==> src/rtl/demux_capture.sv <==
// Sequential 1-to-4 nibble distributor: fills four slots round-robin, then holds the frame until acked.
// Optional DEMUX_PARITY_EN adds a frame_parity output (XOR of all bits of the completed frame).
module demux_capture #(
    parameter int WIDTH_4 = 4,
    parameter int WIDTH_2 = 2
) (
    input  logic               clk,
    input  logic               rst_n,
    input  logic               clear,
    input  logic [WIDTH_4-1:0] in_data,
    input  logic               in_valid,
    output logic               in_ready,
    output logic [WIDTH_4-1:0] out_1,
    output logic [WIDTH_4-1:0] out_2,
    output logic [WIDTH_4-1:0] out_3,
    output logic [WIDTH_4-1:0] out_4,
    output logic [WIDTH_2-1:0] fill_sel,
    output logic               frame_valid,
    input  logic               frame_ack
`ifdef DEMUX_PARITY_EN
    ,
    output logic               frame_parity
`endif
);

    typedef enum logic {
        FILL = 1'b0,
        HOLD = 1'b1
    } state_t;

    state_t                   state_q, state_d;
    logic [3:0][WIDTH_4-1:0]  slot_q, slot_d;
    logic [WIDTH_2-1:0]       sel_q, sel_d;
`ifdef DEMUX_PARITY_EN
    logic                     parity_q, parity_d;
`endif

    always_ff @(posedge clk or negedge rst_n) begin
        if (!rst_n) begin
            state_q  <= FILL;
            slot_q   <= '0;
            sel_q    <= '0;
`ifdef DEMUX_PARITY_EN
            parity_q <= 1'b0;
`endif
        end else begin
            state_q  <= state_d;
            slot_q   <= slot_d;
            sel_q    <= sel_d;
`ifdef DEMUX_PARITY_EN
            parity_q <= parity_d;
`endif
        end
    end

    // clear overrides everything, including a transfer or ack on the same edge
    always_comb begin
        state_d  = state_q;
        slot_d   = slot_q;
        sel_d    = sel_q;
`ifdef DEMUX_PARITY_EN
        parity_d = parity_q;
`endif
        if (clear) begin
            state_d  = FILL;
            slot_d   = '0;
            sel_d    = '0;
`ifdef DEMUX_PARITY_EN
            parity_d = 1'b0;
`endif
        end else begin
            case (state_q)
                FILL: begin
                    if (in_valid) begin
                        slot_d[sel_q] = in_data;
                        sel_d         = sel_q + 1'b1;
                        if (sel_q == '1) begin
                            state_d  = HOLD;
`ifdef DEMUX_PARITY_EN
                            parity_d = ^{slot_q[2:0], in_data};
`endif
                        end
                    end
                end
                HOLD: begin
                    if (frame_ack) begin
                        state_d = FILL;
                    end
                end
                default: state_d = FILL;
            endcase
        end
    end

    assign in_ready     = (state_q == FILL);
    assign frame_valid  = (state_q == HOLD);
    assign fill_sel     = sel_q;
    assign out_1        = slot_q[0];
    assign out_2        = slot_q[1];
    assign out_3        = slot_q[2];
    assign out_4        = slot_q[3];
`ifdef DEMUX_PARITY_EN
    assign frame_parity = parity_q;
`endif

endmodule
==> config.mk <==
export PLATFORM = sky130hd
export DESIGN_NAME = demux_capture
export DESIGN_NICKNAME = d
export VERILOG_FILES = /design/src/rtl/demux_capture.sv
export SDC_FILE = /design/constraint.sdc
export NUM_CORES = 1
export LEC_CHECK = 0
export BUFFER_PORTS_ARGS = -buffer_cell sky130_fd_sc_hd__buf_2
export CAP_MARGIN = 20
export CORE_AREA = 3 3 55 44
export CTS_BUF_LIST = sky130_fd_sc_hd__clkbuf_4 sky130_fd_sc_hd__clkbuf_8
export DETAILED_ROUTE_END_ITERATION = 10
export DIE_AREA = 0 0 58 47
export PLACE_DENSITY = 0.74
export SLEW_MARGIN = 20
export SYNTH_ARGS = -nofsm -noshare
export SYNTH_HDL_FRONTEND = slang
export SYNTH_SLANG_ARGS = --single-unit
==> constraint.sdc <==
create_clock -name clk -period 1.13 [get_ports clk]
set_input_delay 0.1695 -clock clk [delete_from_list [all_inputs] [get_ports clk]]
set_output_delay 0.1695 -clock clk [all_outputs]
set_load 0.05 [all_outputs]
Yosys cells after proc, flatten, opt, wreduce, memory -nomap -nowiden
Index checks and enable logic that the tools add are counted.
{"block": "word_totals", "out_inout_bits": 20, "in_bits": 9, "register_bits": 19}
{"block": "op_classes", "reduce_logical": 3, "n_lt_le_gt_ge": 2, "addsub": 1, "bitwise": 1, "n_mux": 14, "eq_ne": 2}
{"cell": "$mux W16", "n": 3}
{"cell": "$bwmux W16", "n": 1}
{"cell": "$demux W4 S2", "n": 1}
{"cell": "$mux W2", "n": 3}
{"cell": "$mux W1", "n": 4}
{"cell": "$mux W4", "n": 1}
{"cell": "$lt A2 B3 Y1 const B", "n": 1}
{"cell": "$add A2 B1 Y2 const B", "n": 1}
{"cell": "$eq A2 B2 Y1 const B", "n": 1}
{"cell": "$ge A2 B1 Y1 const B", "n": 1}
{"cell": "$ne A2 B2 Y1 const B", "n": 1}
{"cell": "$pmux W1 S2", "n": 1}
{"cell": "$reduce_and A2 Y1", "n": 1}
{"cell": "$reduce_bool A2 Y1", "n": 1}
{"cell": "$logic_and A1 B1 Y1", "n": 1}
{"cell": "$not A1 Y1", "n": 1}

Depth between registers and ports, before layout
{"block": "logic_depth", "word_depth": 8, "mapped_depth": 5, "mapped_depth_nobuf": 5}

Worst setup path after synthesis
OpenSTA, ideal clock, no wires.
{"block": "synth_timing", "path_type": "reg2reg", "start": "register sel_q[0], in the netlist fill_sel[0]", "end": "register slot_q (netlist bit out_1[1])", "path_stages_with_launch": 6, "slack_ns": -0.398, "t_arrival_ns": 1.406, "setup_ns": 0.122, "required_time_ns": 1.008, "synth_period_minus_slack_ns": 1.528, "cell_sequence": "dfrtp_1 inv_1 ha_1 nand3b_2 mux2i_1 nor2_1"}
{"block": "synth_between", "elab_chain_cells": 8}
{"element": "start, declared", "line_no": "33", "text": "logic [WIDTH_2-1:0] sel_q, sel_d;"}
{"element": "start signal, assigned", "line_no": "49", "text": "sel_q <= sel_d;"}
{"element": "$lt A2 B3 Y1 (implied by the code) / $ge A2 B1 Y1 (equally long branches)", "line_no": "75", "text": "slot_d[sel_q] = in_data;"}
{"element": "$logic_and A1 B1 Y1 (implied by the code)", "line_no": "75"}
{"element": "$mux W4 (implied by the code)", "line_no": "75"}
{"element": "$demux W4 S2 (*)", "line_no": "75"}
{"element": "$bwmux W16 (*)", "line_no": "75"}
{"element": "$mux W16 (*)", "line_no": "74", "text": "if (in_valid) begin"}
{"element": "$mux W16 (*)", "line_no": "72", "text": "case (state_q)"}
{"element": "$mux W16 (*)", "line_no": "64", "text": "if (clear) begin"}
{"element": "end signal, assigned", "line_no": "48", "text": "slot_q <= slot_d;"}
{"element": "end, declared", "line_no": "32", "text": "logic [3:0][WIDTH_4-1:0] slot_q, slot_d;"}
Every way passes the cells marked *; elsewhere a longest branch is shown, timed or not. The select of a mux whose other input is x is not followed.
A chain may end at the register's enable or synchronous reset.

Worst setup path after layout
{"block": "layout_timing", "start": "register sel_q[0], in the netlist fill_sel[0]", "end": "register slot_q (netlist bit out_3[3])"}
Same word-level chain as after synthesis.

==> metrics.cfg <==
[global_route]
grt_pass1_wl_um=3090
overflow=0
grt_busiest_layer=met2
grt_use_met1_pct=21.1
grt_max_degree=20
grt_pass1_vias=612
antenna_found_initial=0
grtUsageMet2_pct=24.5
gr-usage-all-layers_pct=15.7
gr-usage-met3_pct=5.49

[worst_setup_path]
slowest_stage=dfrtp_2
path_cells=inv_2 > ha_2 > nand3b_4 > mux2i_1 > nor2_1
ff2ff_path_depth=5
criticalPathCategory=flop to flop
timing.rr.start=fill_sel[0]$_DFFE_PN0P_
path_max_fanout=5
critPathRequiredTime_ns=1.31
r2r_end=out_3[3]$_DFFE_PN0P_
slowest_delay_ns=0.46
end_kind=flop
regToRegSetupSlack_ns=-0.09
start_kind=flop
worstPathArrival_ns=1.40

[routing]
vias=667
drt_wl_total_um=2000
first_pass_iters=4
drt_iter0_drc=7
avgViaCountPerCell=5.09
postRouteAntennaNets=0
drcViolationCount=0
drt-wirelength-per-cell_um=15.3

[placed_design]
place_ws_ns=-0.0645
gp_congestion=0.730
dp_hpwl_um=1400
placed_area_mm2=0.00107
portBuffers=28

[layout]
drive_gt1_share_pct=46.7
synthToLayoutAreaGrowth_pct=36.6
seqCellArea_um2=479
fin_util_pct=60.9
n_antenna_cell=0
nFillCells=166
stdcell_area_mm2=0.00119
multiInputGateArea_um2=407
nets=121

[outcome]
status=complete, but fails checks
failed_checks=negative setup slack

[synthesis]
synth.avg_cell_area_um2=12.0
ys_ff_latch=19
ys_types=15
synth-seq-area-share_pct=54.4
synth_warnings=0
netlist_area_um2=875
synthCells=73
syn_nets=86

[clock_tree]
clkLatencyLatePin_ns=0.30
cts_buffers=3
clock_sinks=19
cts-htree-levels=1
cts_tree=yes
cts_root_buf=clkbuf_4
path_clk_slew_ns=0.11
clockBufferDepth=2

[pwr]
power_density_mw_per_mm2=1150
p_total_mw=1.37
ir_drop_v=0.000880
cellLeakagePower_nw=0.732

[timing]
tightest_slew_ns=0.428
setup_viol=19
relSlewSlack_pct=71.5
layout_min_cycle_time_ns=1.22
drv_slew=0
finalCritPeriodShare_pct=108
hold_viol_final=0
skew_ns=0.00867
final.setup.worst_slack_ns=-0.0924
fmax_mhz=818
rsz0062_at_grt=true

[hold_path]
hp-start=frame_ack
worstHoldPathCells=3
worstHoldPathType=input pin to flop
hold-path-endpoint=frame_valid$_DFF_PN0_

[floorplan]
die_h_um=47
io_pins=29
start_util_pct=44.6
core_mm2=0.00196
die-area_mm2=0.00273
row_count=14
fp.dieW_um=58

[run]
cap_violations=0

-- critical path: cells and delay by family, from the launching register on --
kind	cells	cell delay [ns]
buffers and inverters	1	0.08
adders and majority gates	1	0.19
and+or+nand+nor	2	0.18
muxes	1	0.19
DFF	1	0.46
-- layer usage --
metal  part of all wire, %  routed length (um)
met5                     0                   0
met2                    48                 967
met3                   7.0                 140
met1                    44                 883
met4                  0.60                  12
-- what timing repair did --
action / 4_1_cts / 5_1_grt
hold endpoints to repair: 19 / 0
setup endpoints to repair: 22 / 31
hold buffers: 1 / 0
setup buffers: 1 / 2
gates resized for setup: 11 / 16
-- area by class of cell --
cell class                 instances  share of cell area [%]
clock buffer                       3                    1.88
tap                               24                    2.51
timing repair buffer              33                    20.1
inverter                           3                   0.942
sequential                        19                    40.1
clock inverter                     1                   0.419
multi-input combinational         48                    34.0
-- where the power goes --
| group | total (mW) | leakage, nW | internal (mW) | switching, mW |
|---|---|---|---|---|
| Clock | 0.347 | 0.0177 | 0.132 | 0.215 |
| Sequential | 0.727 | 0.256 | 0.705 | 0.0214 |
| Combinational | 0.296 | 0.458 | 0.106 | 0.190 |
| Total | 1.37 | 0.732 | 0.943 | 0.427 |
-- cells in the final DEF, fill, tap and decap left out --
master | netlist | routed
nand3_1 | 1 | 1
ha_2 | 0 | 4
buf_2 | 1 | 13
a21oi_1 | 2 | 2
mux2i_1 | 17 | 17
nor2_1 | 17 | 17
nand2_1 | 1 | 1
inv_2 | 0 | 3
buf_6 | 0 | 2
nand3b_4 | 1 | 4
clkinv_2 | 0 | 1
buf_4 | 1 | 8
dlygate4sd3_1 | 0 | 1
or2b_1 | 1 | 1
dfrtp_1 | 19 | 16
dfrtp_2 | 0 | 3
buf_8 | 0 | 2
nand2b_1 | 1 | 1
clkbuf_4 | 0 | 10
-- state kept, by name (all words and copies together), names as in the netlist --
register / cells
fill_sel: 2
out_4: 4
frame_valid: 1
out_1: 4
out_2: 4
out_3: 4
-- per-stage QoR --
stage,hold slack [ns],setup TNS [ns],cells
final,0.105,-1.12,131
after global routing,0.0928,-2.39,131
after CTS,0.105,-1.25,129
after detailed placement,0.129,-0.777,123
after global placement,0.128,-0.425,123
after floorplan,-0.126,-2.10,73
-- how the worst max path moves through the flow --
stage / startpoint / endpoint / slack (ns)
5_1_grt: fill_sel[0]$_DFFE_PN0P_ / out_1[2]$_DFFE_PN0P_ / -0.15
3_5_place_dp: fill_sel[0]$_DFFE_PN0P_ / out_3[3]$_DFFE_PN0P_ / -0.06
3_3_place_gp: fill_sel[1]$_DFFE_PN0P_ / out_2[3]$_DFFE_PN0P_ / -0.04
2_1_floorplan: fill_sel[1]$_DFFE_PN0P_ / out_2[3]$_DFFE_PN0P_ / -0.13
4_1_cts: fill_sel[0]$_DFFE_PN0P_ / out_3[3]$_DFFE_PN0P_ / -0.10
6_report: fill_sel[0]$_DFFE_PN0P_ / out_3[3]$_DFFE_PN0P_ / -0.09
-- Yosys cell counts (all sizes together) --
library cell | number | area [um2]
dfrtp | 19 | 475
mux2i | 17 | 170
nor2 | 17 | 63.8
ha | 4 | 50.1
nand3b | 4 | 53.8
inv | 3 | 11.3
a21oi | 2 | 10.0
buf | 2 | 12.5
clkbuf | 1 | 5.00
nand2 | 1 | 3.75
nand2b | 1 | 6.26
nand3 | 1 | 5.00
or2b | 1 | 7.51
-- cells by family after synthesis --
group,Yosys count,share of synthesized area [%]
muxes,17,19.5
adders and majority gates,4,5.72
AOI/OAI and AO/OA,2,1.14
DFF,19,54.4
and+or+nand+nor,25,16.0
buffers and inverters,6,3.29
Note: power is estimated with default switching activity, not from simulation.
